**src/rtl/clk_div_pkg.sv**
```systemverilog
// Shared definitions for the clk_div_ctrl divided-clock controller.
// Holds the controller state encoding, the default ratio-field width and
// the smallest divide ratio that may be loaded.
package clk_div_pkg;

    localparam int unsigned RATIO_W_DEF = 8;
    localparam int unsigned MIN_RATIO   = 2;

    typedef enum logic [1:0] {
        IDLE,   // no clock generated, new ratio loads directly
        RUN,    // dividing at ratio_active
        PEND,   // new ratio held until the current period wraps
        DRAIN   // run dropped, finishing the current period
    } state_e;

endpackage

```
**src/rtl/clk_div_core.sv**
```systemverilog
// clk_div_core: period counter, wrap detection and output phase generation.
//
// Ports:
//   clk_in    - system clock, rising-edge state updates
//   rst       - synchronous active-high reset
//   run_i     - counter runs in the coming cycle (next-state from the FSM)
//   ratio_i   - ratio governing the current period
//   wrap_o    - current cycle is the last of the period (cnt == N-1)
//   clk_out_o - divided clock
//   tick_o    - high in the first cycle of every period
//
// Macro CLK_DIV_CTRL_ODD50_EN: when defined, a falling-edge copy of the high
// phase is ORed in for odd ratios, giving exactly 50% duty.
module clk_div_core
    import clk_div_pkg::*;
#(
    parameter int unsigned RATIO_W = RATIO_W_DEF
) (
    input  logic               clk_in,
    input  logic               rst,
    input  logic               run_i,
    input  logic [RATIO_W-1:0] ratio_i,
    output logic               wrap_o,
    output logic               clk_out_o,
    output logic               tick_o
);

    localparam logic [RATIO_W-1:0] ONE = RATIO_W'(1);

    logic [RATIO_W-1:0] cnt_q, cnt_d;
    logic [RATIO_W-1:0] half;
    logic               run_q;
    logic               phase_q, phase_d;
    logic               tick_q, tick_d;

    assign half   = ratio_i >> 1;
    assign wrap_o = run_q && (cnt_q == ratio_i - ONE);

    always_comb begin
        cnt_d   = '0;
        phase_d = 1'b0;
        tick_d  = 1'b0;
        if (run_i) begin
            if (run_q && !wrap_o) begin
                cnt_d = cnt_q + ONE;
            end
            tick_d  = (cnt_d == '0);
            // A new period is always high first: ratio_i may still be the
            // old (or zero) value on the edge that loads a new ratio, and
            // every legal ratio has floor(N/2) >= 1.
            phase_d = (cnt_d == '0) || (cnt_d < half);
        end
    end

    always_ff @(posedge clk_in) begin
        if (rst) begin
            cnt_q   <= '0;
            run_q   <= 1'b0;
            phase_q <= 1'b0;
            tick_q  <= 1'b0;
        end else begin
            cnt_q   <= cnt_d;
            run_q   <= run_i;
            phase_q <= phase_d;
            tick_q  <= tick_d;
        end
    end

    assign tick_o = tick_q;

`ifdef CLK_DIV_CTRL_ODD50_EN
    // Half-cycle extension of the high phase for odd ratios.
    logic phase_n_q;

    always_ff @(negedge clk_in) begin
        if (rst) begin
            phase_n_q <= 1'b0;
        end else begin
            phase_n_q <= phase_q & ratio_i[0];
        end
    end

    assign clk_out_o = phase_q | phase_n_q;
`else
    assign clk_out_o = phase_q;
`endif

endmodule

```
**src/rtl/clk_div_ctrl.sv**
```systemverilog
// clk_div_ctrl: programmable clock divider with a ready/valid ratio port.
// New ratios are accepted in IDLE/RUN; in RUN they are held until the
// current period ends so clk_out never glitches. Dropping en drains the
// current period before stopping.
//
// Ports:
//   clk_in       - system clock
//   rst          - synchronous active-high reset
//   en           - run request (level)
//   cfg_div      - requested divide ratio
//   cfg_valid    - cfg_div valid
//   cfg_ready    - ratio accepted this cycle when valid
//   cfg_err      - one-cycle pulse after an accepted ratio below 2
//   clk_out      - divided clock
//   tick         - first cycle of each clk_out period
//   ratio_active - ratio driving clk_out (0 = none loaded)
//
// Macro CLK_DIV_CTRL_ODD50_EN: enables 50% duty for odd ratios (in the core).
module clk_div_ctrl
    import clk_div_pkg::*;
#(
    parameter int unsigned RATIO_W = RATIO_W_DEF
) (
    input  logic               clk_in,
    input  logic               rst,
    input  logic               en,
    input  logic [RATIO_W-1:0] cfg_div,
    input  logic               cfg_valid,
    output logic               cfg_ready,
    output logic               cfg_err,
    output logic               clk_out,
    output logic               tick,
    output logic [RATIO_W-1:0] ratio_active
);

    localparam logic [RATIO_W-1:0] MIN_R = RATIO_W'(MIN_RATIO);

    state_e             state_q, state_d;
    logic [RATIO_W-1:0] ratio_q, ratio_d;
    logic [RATIO_W-1:0] pend_q, pend_d;     // nonzero means a ratio is pending
    logic               err_q, err_d;
    logic               run_d;
    logic               wrap;
    logic               accept;
    logic               cfg_ok;

    assign cfg_ready = (state_q == IDLE) || (state_q == RUN);
    assign accept    = cfg_valid && cfg_ready;
    assign cfg_ok    = (cfg_div >= MIN_R);

    always_comb begin
        state_d = state_q;
        ratio_d = ratio_q;
        pend_d  = pend_q;
        err_d   = accept && !cfg_ok;
        run_d   = 1'b0;
        unique case (state_q)
            IDLE: begin
                if (accept && cfg_ok) begin
                    ratio_d = cfg_div;
                end
                if (en && (ratio_d >= MIN_R)) begin
                    state_d = RUN;
                    run_d   = 1'b1;
                end
            end
            RUN: begin
                run_d = 1'b1;
                if (accept && cfg_ok) begin
                    pend_d  = cfg_div;
                    state_d = PEND;
                end
                if (!en) begin
                    state_d = DRAIN;
                end
            end
            PEND: begin
                run_d = 1'b1;
                if (wrap) begin
                    ratio_d = pend_q;
                    pend_d  = '0;
                    state_d = RUN;
                end
                if (!en) begin
                    state_d = DRAIN;
                end
            end
            DRAIN: begin
                run_d = 1'b1;
                if (wrap) begin
                    if (pend_q != '0) begin
                        ratio_d = pend_q;
                        pend_d  = '0;
                    end
                    state_d = IDLE;
                    run_d   = 1'b0;
                end
            end
            default: begin
                state_d = IDLE;
            end
        endcase
    end

    always_ff @(posedge clk_in) begin
        if (rst) begin
            state_q <= IDLE;
            ratio_q <= '0;
            pend_q  <= '0;
            err_q   <= 1'b0;
        end else begin
            state_q <= state_d;
            ratio_q <= ratio_d;
            pend_q  <= pend_d;
            err_q   <= err_d;
        end
    end

    assign cfg_err      = err_q;
    assign ratio_active = ratio_q;

    clk_div_core #(
        .RATIO_W (RATIO_W)
    ) u_core (
        .clk_in    (clk_in),
        .rst       (rst),
        .run_i     (run_d),
        .ratio_i   (ratio_q),
        .wrap_o    (wrap),
        .clk_out_o (clk_out),
        .tick_o    (tick)
    );

endmodule
```
**config.mk**
```make
export PLATFORM = sky130hd
export DESIGN_NAME = clk_div_ctrl
export DESIGN_NICKNAME = d
export VERILOG_FILES = /design/src/rtl/clk_div_pkg.sv /design/src/rtl/clk_div_core.sv /design/src/rtl/clk_div_ctrl.sv
export SDC_FILE = /design/constraint.sdc
export NUM_CORES = 1
export LEC_CHECK = 0
export CAP_MARGIN = 30
export CORE_MARGIN = 4
export CORE_UTILIZATION = 35
export CTS_CLUSTER_SIZE = 8
export DETAILED_ROUTE_END_ITERATION = 7
export HOLD_SLACK_MARGIN = 0.06
export SLEW_MARGIN = 30
export SYNTH_ARGS = -nofsm -noshare
export SYNTH_HDL_FRONTEND = slang
export SYNTH_HIERARCHICAL = 1
export SYNTH_SLANG_ARGS = --single-unit
```
**constraint.sdc**
```tcl
create_clock -name clk_in -period 3.4 [get_ports clk_in]
set_input_delay 0.51 -clock clk_in [delete_from_list [all_inputs] [get_ports clk_in]]
set_output_delay 0.51 -clock clk_in [all_outputs]
set_load 0.01 [all_outputs]
```
==> results of run 1 <==
## state kept, by name (all words and copies together), names as in the netlist
register / flops
pend_q: 8
ratio_active: 8
u_core/cnt_q: 8
state_q: 2
cfg_err: 1
u_core/clk_out_o: 1
u_core/run_q: 1
u_core/tick_o: 1
## final cells by class
type	instances	area share
multi-input cells	200	0.554
clock buffers	7	0.0350
clock inverters	1	0.00203
flip-flops and latches	30	0.244
inverters	13	0.0198
repair buffers	28	0.109
well taps	72	0.0366
## cells in the final DEF (no fill, tap or decap), drive strengths merged, types with 6 or more instances in the layout
cell type      instances
a211o                  7
a21oi                 23
clkbuf                 7
clkdlybuf4s50         23
dfxtp                 30
ha                    13
inv                   13
nand2                 14
nand2b                12
nand3                 10
nor2                  32
nor3                   6
o21ai                  7
xnor2                 14
## worst max-delay path by stage
stage	from	to	depth (start not counted)
3_3_place_gp	ratio_active[0]$_SDFFE_PP0P_	u_core/clk_out_o$_SDFF_PP0_	14
2_1_floorplan	ratio_active[1]$_SDFFE_PP0P_	u_core/clk_out_o$_SDFF_PP0_	14
3_5_place_dp	ratio_active[0]$_SDFFE_PP0P_	ratio_active[7]$_SDFFE_PP0P_	11
4_1_cts	ratio_active[0]$_SDFFE_PP0P_	ratio_active[7]$_SDFFE_PP0P_	11
6_report	ratio_active[0]$_SDFFE_PP0P_	ratio_active[7]$_SDFFE_PP0P_	11
5_1_grt	ratio_active[0]$_SDFFE_PP0P_	ratio_active[7]$_SDFFE_PP0P_	11
## worst reg2reg max path, delay by kind of cell, from the launching register on
kind	cells	cell delay, ns
AOI/OAI and AO/OA	6	1.25
and+or+nand+nor	3	1.01
DFF	1	0.45
adders and majority gates	1	0.27
buffers and inverters	1	0.08
## kinds of logic (layout without fill, tap and decap cells)
family	count (synthesis)	count (layout)	synth area share
and+or+nand+nor	102	102	0.255
AOI/OAI and AO/OA	61	61	0.220
DFF	30	30	0.291
buffers and inverters	23	49	0.0473
xor gates and xnor gates	19	19	0.0843
adders and majority gates	13	13	0.0788
muxes	5	5	0.0243
## where the power goes
group | internal, W | total (W) | switching (W)
logic | 0.000654 | 0.00133 | 0.000676
registers | 0.000453 | 0.000591 | 0.000139
clock network | 0.000163 | 0.000299 | 0.000136
## per-layer routing
layer	track usage	vias up
met3	0.0304	8
met2	0.219	39
met1	0.200	868
li1	-	945
met4	0.0604	0
met5	0	-
## stage by stage
stage          hold slack (ns)  instances  utilization
2_1_floorplan            0.455        253            -
3_3_place_gp             0.476        343        0.423
3_5_place_dp             0.478        343        0.423
4_1_cts                  0.488        351        0.439
5_1_grt                  0.504        351        0.439
6_report                 0.489        351        0.439
==> metrics.md, run 1 <==
| Metric | Value |
|---|---|
| Req. time, crit path | 3.62 ns |
| Fin crit period | 3.12 ns |
| Element type at the critical path end | flop |
| Leakage dissipation | 0.958 nW |
| First-pass GRT wire length | 8550 µm |
| Synth warn | 6 |
| Slowest CP cell | nor3b_1 |
| Vias in the first global route | 1793 |
| WL final | 4980 µm |
| Main area contributors after synthesis | dfxtp_1 (29%), ha_1 (7.9%), xnor2_1 (5.9%), nor2_1 (5.8%), a21oi_1 (5.3%) |
| Worst path bufs/invs | 1 |
| Fmax | 320 MHz |
| Hold-fix buffer count after cts | 0 |
| Max cap viols | 0 |
| Final Slew Violations | 0 |
| Crit Path Category | flop to flop |
| Flops & latches, synth | 30 |
| Synth top area share | 0.291 |
| Root Driver | clkbuf_8 |
| Port Buffers | 23 |
| Post-route worst setup slack | 0.276 ns |
| CTS Sinks | 30 |
| Top cells by count, synth | nor2_1 (32), dfxtp_1 (30), a21oi_1 (22), nand2_1 (14), xnor2_1 (14) |
| CP Max Fanout | 16 |
| Crit path launch type | flop |
| Hold EP | pend_q[6]$_SDFFE_PP0P_ |
| R2R Path End | ratio_active[7]$_SDFFE_PP0P_ |
| Final instance area | 2460 µm² |
| Num CTS Buffers | 5 |
| Post-synthesis cell area | 2060 µm² |
| Worst ir drop on vdd | 407 µV |
| Area leader, netlist | dfxtp_1 |
| Largest net degree at the start of global routing | 24 |
| Floorplan row count | 27 |
| Start point of the worst hold path | pend_q[6]$_SDFFE_PP0P_ |
| Dpl ws | 0.359 ns |
| Initial Utilization | 0.368 |
| Main flop type after synthesis | dfxtp_1 |
| Met2 WL | 2120 µm |
| Die width | 84.8 µm |
| Worst hold path stage count | 2 |
| GRT Residual Overflow | 0 |
| RePlAce Congestion | 0.832 |
| FF+latch area | 601 µm² |
| Die H | 84.8 µm |
| Total Neg Setup Slack | 0 ns |
| Net total in the final layout | 303 |
| Drt pass-1 iters | 4 |
| Fillers | 567 |
| Overall Power | 0.00222 W |
| Final clock skew | 0.00397 ns |
| Final ANT Viol Nets | 0 |
| Synthesized Nets | 278 |
| Via Count | 1860 |
| DIE AREA | 7190 µm² |
| Transition time of the tightest slew-check pin | 0.485 ns |
| Worst R2R Start | ratio_active[0]$_SDFFE_PP0P_ |
| CTS tree | built |
| Layout cell share with drive strength beyond 1 | 0.0932 |
| IO Count | 24 |
| EDFF count, synth | 0 |
| Crit-path max cell delay | 0.46 ns |
| CP arrival | 3.34 ns |
| Critical-path cell list | inv_1, ha_1, o21bai_1, a211oi_1, a211o_1, a22oi_4, nor3b_1, nand2_1, a21o_1, or3_1, a21oi_1 |
| Global-route usage over all layers | 0.145 |
| Slew headroom | 0.676 |
| Fin crit share | 0.919 |
| Share of synthesized registers carrying an async set or reset | 0 |
| Post-synth cell types | 50 |
| Avg WL per Cell | 14.2 µm |
| # Post-CTS Setup Buffers | 0 |
| Clock-pin slew on the worst setup and hold paths | 0.07 ns |
| H-Tree Depth | 2 |
| Outcome | finished clean |
| Resized cells post-CTS | 0 |
| Met1 WL | 2550 µm |
| Dpl cell area | 2370 µm² |
| Cell count after synthesis | 253 |
| Pwr dens | 901 nW/µm² |
| CP top delay family | compound AO/OA/AOI/OAI gates |
| Final setup vio count | 0 |
| Hold Crit Class | flop to flop |
| Final Hold Violating Endpoints | 0 |
| Worst reg2reg path depth | 11 |
| Detailed Place HPWL | 3660 µm |
| R2R setup slack | 0.28 ns |
| DRC marker count from the first detailed-route iteration | 119 |
| Cell with the most instances after synthesis | nor2_1 |
| Core area | 5610 µm² |
| Worst-Skew Late Latency | 0.28 ns |
| Routed met3 length | 218 µm |
| N_diodes | 0 |
| Footprint of the multi-input gates | 1370 µm² |
| Uppermost layer routed | met4 |
| Initial antenna violation count | 0 |
| Post-synthesis sequential area ratio | 0.291 |
| Syn-to-layout area delta | 19.4% |
| Clock Tree Buf Depth | 2 |
| DRC viols | 0 |
| Syn Area/Cell | 8.16 µm² |
| Via density | 5.30 |
| RSZ-0062 raised after global routing | false |
(Power assumes the default switching activity.)
==> run 2, diff against run 1 <==
--- a/config.mk
+++ b/config.mk
@@ -8,3 +8,2 @@
 export CAP_MARGIN = 30
-export CORE_MARGIN = 4
 export CORE_UTILIZATION = 35
==> constraint.sdc (replaced) <==
create_clock -name clk_in -period 3.4 [get_ports clk_in]
set_input_delay 0.68 -clock clk_in [delete_from_list [all_inputs] [get_ports clk_in]]
set_output_delay 0.68 -clock clk_in [all_outputs]
set_load 0.01 [all_outputs]
==> metrics.md, run 2 (synthesis gave the netlist of run 1 again) <==
| Metric | Value |
|---|---|
| Req. time, crit path | 3.58 ns (was 3.62 ns) |
| Slew headroom | 0.685 (was 0.676) |
| Worst ir drop on vdd | 399 µV (was 407 µV) |
| Detailed Place HPWL | 3590 µm (was 3660 µm) |
| Commonest non-fill, non-tap cell in the layout | nor2_1 (unchanged) |
| M1 GR Usage | 0.231 (was 0.200) |
| Fmax | 325 MHz (was 320 MHz) |
| Die H | 78.8 µm (was 84.8 µm) |
| Pwr dens | 915 nW/µm² (was 901 nW/µm²) |
| Largest net degree at the start of global routing | 24 (unchanged) |
| H-Tree Depth | 2 (unchanged) |
| R2R Path End | u_core/clk_out_o$_SDFF_PP0_ (was ratio_active[7]$_SDFFE_PP0P_) |
| Fin crit share | 0.904 (was 0.919) |
| RSZ-0062 raised after global routing | false (unchanged) |
| Global-route usage over all layers | 0.176 (was 0.145) |
| Fin crit period | 3.07 ns (was 3.12 ns) |
| Final Slew Violations | 0 (unchanged) |
| Layout cell share with drive strength beyond 1 | 0.100 (was 0.0932) |
| N_diodes | 0 (unchanged) |
| Element type at the critical path end | flop (unchanged) |
| Via Count | 1818 (was 1860) |
| Via density | 5.18 (was 5.30) |
| DRC marker count from the first detailed-route iteration | 48 (was 119) |
| Net total in the final layout | 303 (unchanged) |
| Die width | 78.8 µm (was 84.8 µm) |
| Max cap viols | 0 (unchanged) |
| Avg WL per Cell | 13.9 µm (was 14.2 µm) |
| Vias in the first global route | 1782 (was 1793) |
| Clock-pin slew on the worst setup and hold paths | 0.07 ns (about the same) |
| Hold Crit Class | flop to flop (unchanged) |
| Met2 Use GR | 0.270 (was 0.219) |
| Hold-fix buffer count after cts | 0 (unchanged) |
| WL final | 4890 µm (was 4980 µm) |
| Core area | 5610 µm² (unchanged) |
| Final setup vio count | 0 (unchanged) |
| Leakage dissipation | 0.968 nW (was 0.958 nW) |
| Worst-Skew Late Latency | 0.29 ns (was 0.28 ns) |
| Layout Cells excl Fill | 351 (unchanged) |
| CP arrival | 3.25 ns (was 3.34 ns) |
| Commonest non-fill, non-tap cells in the layout | nor2_1 (32), dfxtp_1 (30), clkdlybuf4s50_1 (23) (unchanged) |
| Root Driver | clkbuf_8 (unchanged) |
| Crit path launch type | flop (unchanged) |
| First-pass GRT wire length | 8530 µm (was 8550 µm) |
| Final instance area | 2490 µm² (was 2460 µm²) |
| Drt pass-1 iters | 4 (unchanged) |
| Initial Utilization | 0.368 (unchanged) |
| Outcome | finished clean (unchanged) |
| DRC viols | 0 (unchanged) |
| GRT Max-Usage Layer | met2 (unchanged) |
| Worst R2R Start | ratio_active[1]$_SDFFE_PP0P_ (was ratio_active[0]$_SDFFE_PP0P_) |
| Final ANT Viol Nets | 0 (unchanged) |
| CP Max Fanout | 9 (was 16) |
| Dpl cell area | 2370 µm² (unchanged) |
| CP startpoint | ratio_active[1]$_SDFFE_PP0P_ (was ratio_active[0]$_SDFFE_PP0P_) |
| Floorplan row count | 27 (unchanged) |
| Syn-to-layout area delta | 20.5% (was 19.4%) |
| Num CTS Buffers | 5 (unchanged) |
| Clock Tree Buf Depth | 2 (unchanged) |
| RePlAce Congestion | 0.822 (was 0.832) |
| Dpl cells | 343 (unchanged) |
| CTS Sinks | 30 (unchanged) |
| Final clock skew | 0.00687 ns (was 0.00397 ns) |
| Crit Path Category | flop to flop (unchanged) |
| Overall Power | 0.00227 W (was 0.00222 W) |
| Met3 Use GR | 0.0448 (was 0.0304) |
| CTS tree | built (unchanged) |
| DIE AREA | 6210 µm² (was 7190 µm²) |
| IO Count | 24 (unchanged) |
| Transition time of the tightest slew-check pin | 0.472 ns (was 0.485 ns) |
| GRT Residual Overflow | 0 (unchanged) |
| Initial antenna violation count | 0 (unchanged) |
| Total Neg Setup Slack | 0 ns (unchanged) |
| Worst reg2reg path depth | 14 (was 11) |
| Port Buffers | 23 (unchanged) |
| R2R setup slack | 0.33 ns (was 0.28 ns) |
| CP endpoint | u_core/clk_out_o$_SDFF_PP0_ (was ratio_active[7]$_SDFFE_PP0P_) |
| Final Hold Violating Endpoints | 0 (unchanged) |
-- run 2: changes by cell type in the layout (fill, tap and decap cells not counted) --
| cell | previous run | this run |
|---|---|---|
| nor3b_1 | 2 | 1 |
| clkbuf_1 | 1 | 0 |
| nor3b_2 | 0 | 1 |
| clkinv_2 | 1 | 2 |
| bufinv_16 | 0 | 1 |
| clkbuf_8 | 6 | 5 |
-- run 2: timing repair --
item	in CTS	in global routing
endpoints found under the setup margin	0	1
resized for setup	0	1
buffers inserted	0	0
-- run 2: power breakdown --
part | total [W] | internal (W) | switching (W)
Sequential | 0.000602 | 0.000453 | 0.000149
Clock | 0.000357 | 0.000215 | 0.000142
Combinational | 0.00131 | 0.000652 | 0.000663
-- run 2: area by class of cell --
| cell class | instances | area (µm²) |
|---|---|---|
| fill | 590 | 3120 |
| multi-input combinational | 200 | 1370 |
| sequential | 30 | 601 |
| timing repair buffer | 28 | 268 |
| tap | 72 | 90.1 |
| clock buffer | 5 | 68.8 |
| inverter | 13 | 48.8 |
| clock inverter | 3 | 40.0 |
-- run 2: worst min-delay path by stage --
| stage | start | end | slack, ns | cells past startpoint |
|---|---|---|---|---|
| detailed placement | pend_q[5]$_SDFFE_PP0P_ | pend_q[5]$_SDFFE_PP0P_ | 0.48 | 2 |
| floorplan | pend_q[2]$_SDFFE_PP0P_ | pend_q[2]$_SDFFE_PP0P_ | 0.45 | 2 |
| global placement | pend_q[4]$_SDFFE_PP0P_ | pend_q[4]$_SDFFE_PP0P_ | 0.48 | 2 |
| global route | pend_q[4]$_SDFFE_PP0P_ | pend_q[4]$_SDFFE_PP0P_ | 0.52 | 2 |
| finish | pend_q[4]$_SDFFE_PP0P_ | pend_q[4]$_SDFFE_PP0P_ | 0.49 | 2 |
| CTS | pend_q[4]$_SDFFE_PP0P_ | pend_q[4]$_SDFFE_PP0P_ | 0.49 | 2 |
-- run 2: critical path, cell delays in order, from the launching register on --
cell      delay [ns]
dfxtp_1         0.50
inv_1           0.08
ha_1            0.29
xnor2_1         0.12
nor3_1          0.20
nand4_1         0.31
o21ai_4         0.35
nor2_1          0.07
ha_1            0.27
a21boi_0        0.19
o21a_1          0.13
o21ai_0         0.07
a21oi_1         0.15
a21oi_1         0.08
o21a_1          0.17
-- run 2: per-layer routing --
layer | wire length [µm] | up-vias
li1 | - | 941
met3 | 256 | 8
met2 | 2150 | 33
met4 | 104 | 0
met1 | 2380 | 836
met5 | 0 | -
-- run 2: stage by stage --
step / util / setup WS (ns) / hold WS (ns)
finish: 0.443 / 0.325 / 0.486
detailed placement: 0.423 / 0.301 / 0.480
floorplan: - / 0.640 / 0.455
global route: 0.443 / 0.0271 / 0.520
CTS: 0.442 / 0.221 / 0.490
global placement: 0.423 / 0.289 / 0.476
==> run 3, diff against run 2 <==
CELL_PAD_IN_SITES_DETAIL_PLACEMENT = 1   (was not set)
CELL_PAD_IN_SITES_GLOBAL_PLACEMENT = 2   (was not set)
CORE_ASPECT_RATIO = 0.9   (was not set)
CORE_UTILIZATION = 33   (was 35)
PLACE_DENSITY_LB_ADDON = 0.1   (was not set)
SLEW_MARGIN = not set   (was 30)
==> metrics.md, run 3 (synthesis gave the netlist of run 1 again) <==
| Metric | Value |
|---|---|
| IO Count | 24 (unchanged) |
| DRC marker count from the first detailed-route iteration | 42 (was 48) |
| Root Driver | clkbuf_8 (unchanged) |
| CP Max Fanout | 7 (was 9) |
| Num CTS Buffers | 5 (unchanged) |
| Detailed Place HPWL | 4300 µm (was 3590 µm) |
| DIE AREA | 6570 µm² (was 6210 µm²) |
| Net total in the final layout | 305 (was 303) |
| CTS Sinks | 30 (unchanged) |
| Largest net degree at the start of global routing | 24 (unchanged) |
| Commonest non-fill, non-tap cells in the layout | nor2_1 (32), dfxtp_1 (30), clkdlybuf4s50_1 (23) (unchanged) |
| Worst ir drop on vdd | 416 µV (was 399 µV) |
| RSZ-0062 raised after global routing | false (unchanged) |
| Worst-Skew Late Latency | 0.29 ns (about the same) |
| DRC viols | 0 (unchanged) |
| Final Slew Violations | 0 (unchanged) |
| Initial antenna violation count | 0 (unchanged) |
| Final Hold Violating Endpoints | 0 (unchanged) |
| Layout cell share with drive strength beyond 1 | 0.103 (was 0.100) |
| CP arrival | 3.33 ns (was 3.25 ns) |
| RePlAce Congestion | 0.724 (was 0.822) |
| Hold WS | 0.488 ns (was 0.486 ns) |
| Final setup vio count | 0 (unchanged) |
| Clock Tree Buf Depth | 2 (unchanged) |
| Pwr dens | 919 nW/µm² (was 915 nW/µm²) |
| Element type at the critical path end | flop (unchanged) |
| Total Neg Setup Slack | 0 ns (unchanged) |
| Transition time of the tightest slew-check pin | 0.512 ns (was 0.472 ns) |
| Port Buffers | 23 (unchanged) |
| Leakage dissipation | 0.968 nW (about the same) |
| # Post-CTS Setup Buffers | 0 (unchanged) |
| Final clock skew | 0.00589 ns (was 0.00687 ns) |
| GRT Residual Overflow | 0 (unchanged) |
| Drt pass-1 iters | 4 (unchanged) |
| Clock-pin slew on the worst setup and hold paths | 0.07 ns (about the same) |
| Fin crit share | 0.911 (was 0.904) |
| First-pass GRT wire length | 9490 µm (was 8530 µm) |
| Max cap viols | 0 (unchanged) |
| N_diodes | 0 (unchanged) |
| Outcome | finished clean (unchanged) |
| Req. time, crit path | 3.63 ns (was 3.58 ns) |
| H-Tree Depth | 2 (unchanged) |
| Crit path launch type | flop (unchanged) |
| Floorplan row count | 26 (was 27) |
| WL final | 5660 µm (was 4890 µm) |
| Commonest non-fill, non-tap cell in the layout | nor2_1 (unchanged) |
| Fmax | 323 MHz (was 325 MHz) |
| CTS tree | built (unchanged) |
| Avg WL per Cell | 16.1 µm (was 13.9 µm) |
| Initial Utilization | 0.352 (was 0.368) |
| Final ANT Viol Nets | 0 (unchanged) |
| Crit Path Category | flop to flop (unchanged) |
| Via density | 5.34 (was 5.18) |
| Die width | 85.4 µm (was 78.8 µm) |
| Vias in the first global route | 1885 (was 1782) |
| Via Count | 1873 (was 1818) |
| Die H | 77.0 µm (was 78.8 µm) |
| Core area | 5860 µm² (was 5610 µm²) |
| Hold Crit Class | flop to flop (unchanged) |
| Fin crit period | 3.10 ns (was 3.07 ns) |
| Slew headroom | 0.659 (was 0.685) |
| Syn-to-layout area delta | 20.3% (was 20.5%) |
| Global-route usage over all layers | 0.184 (was 0.176) |
run 3: cell types whose count changed in the layout (fill, tap and decap cells not counted), sizes merged:
cell    delta
clkinv     -1
bufinv     -1
buf        +2
clkbuf     +2
run 3: final cells by class:
class / count / area [µm²]
fillers: 723 / 3370
clock inverters: 1 / 5.00
flip-flops and latches: 30 / 601
repair buffers: 30 / 283
well taps: 70 / 87.6
multi-input cells: 200 / 1370
clock buffers: 7 / 86.3
inverters: 13 / 48.8
run 3: what timing repair did:
item / 4_1_cts / 5_1_grt
hold buffers: 0 / 0
setup endpoints to repair: 0 / 1
endpoints found under the hold margin: 0 / 0
gates resized for setup: 0 / 1
run 3: per-layer routing:
| metal | global-route usage | wire, µm | vias up | part of all wire |
|---|---|---|---|---|
| met1 | 0.258 | 3020 | 888 | 0.53 |
| met3 | 0.0388 | 154 | 7 | 0.027 |
| met2 | 0.280 | 2420 | 22 | 0.43 |
| met4 | 0.0617 | 66 | 0 | 0.012 |
| li1 | - | - | 956 | - |
| met5 | 0 | 0 | - | 0 |
run 3: path summary, 6_finish.rpt:
check	depth (start not counted)	startpoint	slack, ns	to
max	16	ratio_active[0]$_SDFFE_PP0P_	0.30	u_core/clk_out_o$_SDFF_PP0_
min	2	pend_q[1]$_SDFFE_PP0P_	0.49	pend_q[1]$_SDFFE_PP0P_
max reg2reg	16	ratio_active[0]$_SDFFE_PP0P_	0.30	u_core/clk_out_o$_SDFF_PP0_
min reg2reg	2	pend_q[1]$_SDFFE_PP0P_	0.49	pend_q[1]$_SDFFE_PP0P_
run 3: stage by stage:
stage	cells	setup WS, ns	utilization	area, µm²	power, W
floorplan	253	0.640	-	2060	0.00157
CTS	351	0.137	0.423	2480	0.00230
detailed placement	343	0.209	0.407	2380	0.00198
global route	351	0.0922	0.424	2480	0.00247
finish	351	0.303	0.424	2480	0.00228
global placement	343	0.270	0.407	2380	0.00198
run 3: where the power goes:
part	switching, W	internal (W)
clock network	0.000141	0.000163
registers	0.000145	0.000453
logic	0.000709	0.000668
total	0.000995	0.00128
run 3: worst max-delay path, stage by stage, from the launching register on:
cell and delay, ns:
dfxtp_1 0.38, inv_1 0.10, ha_1 0.27, nor2_1 0.09, and4_2 0.24, a211o_1 0.30, a22oi_4 0.28, o21ai_4 0.08
buf_4 0.17, nor2_1 0.12, ha_1 0.24, o21ai_0 0.18, nand2b_1 0.08, a21oi_1 0.16, a21oi_1 0.06, a21oi_1 0.17
o21a_1 0.13
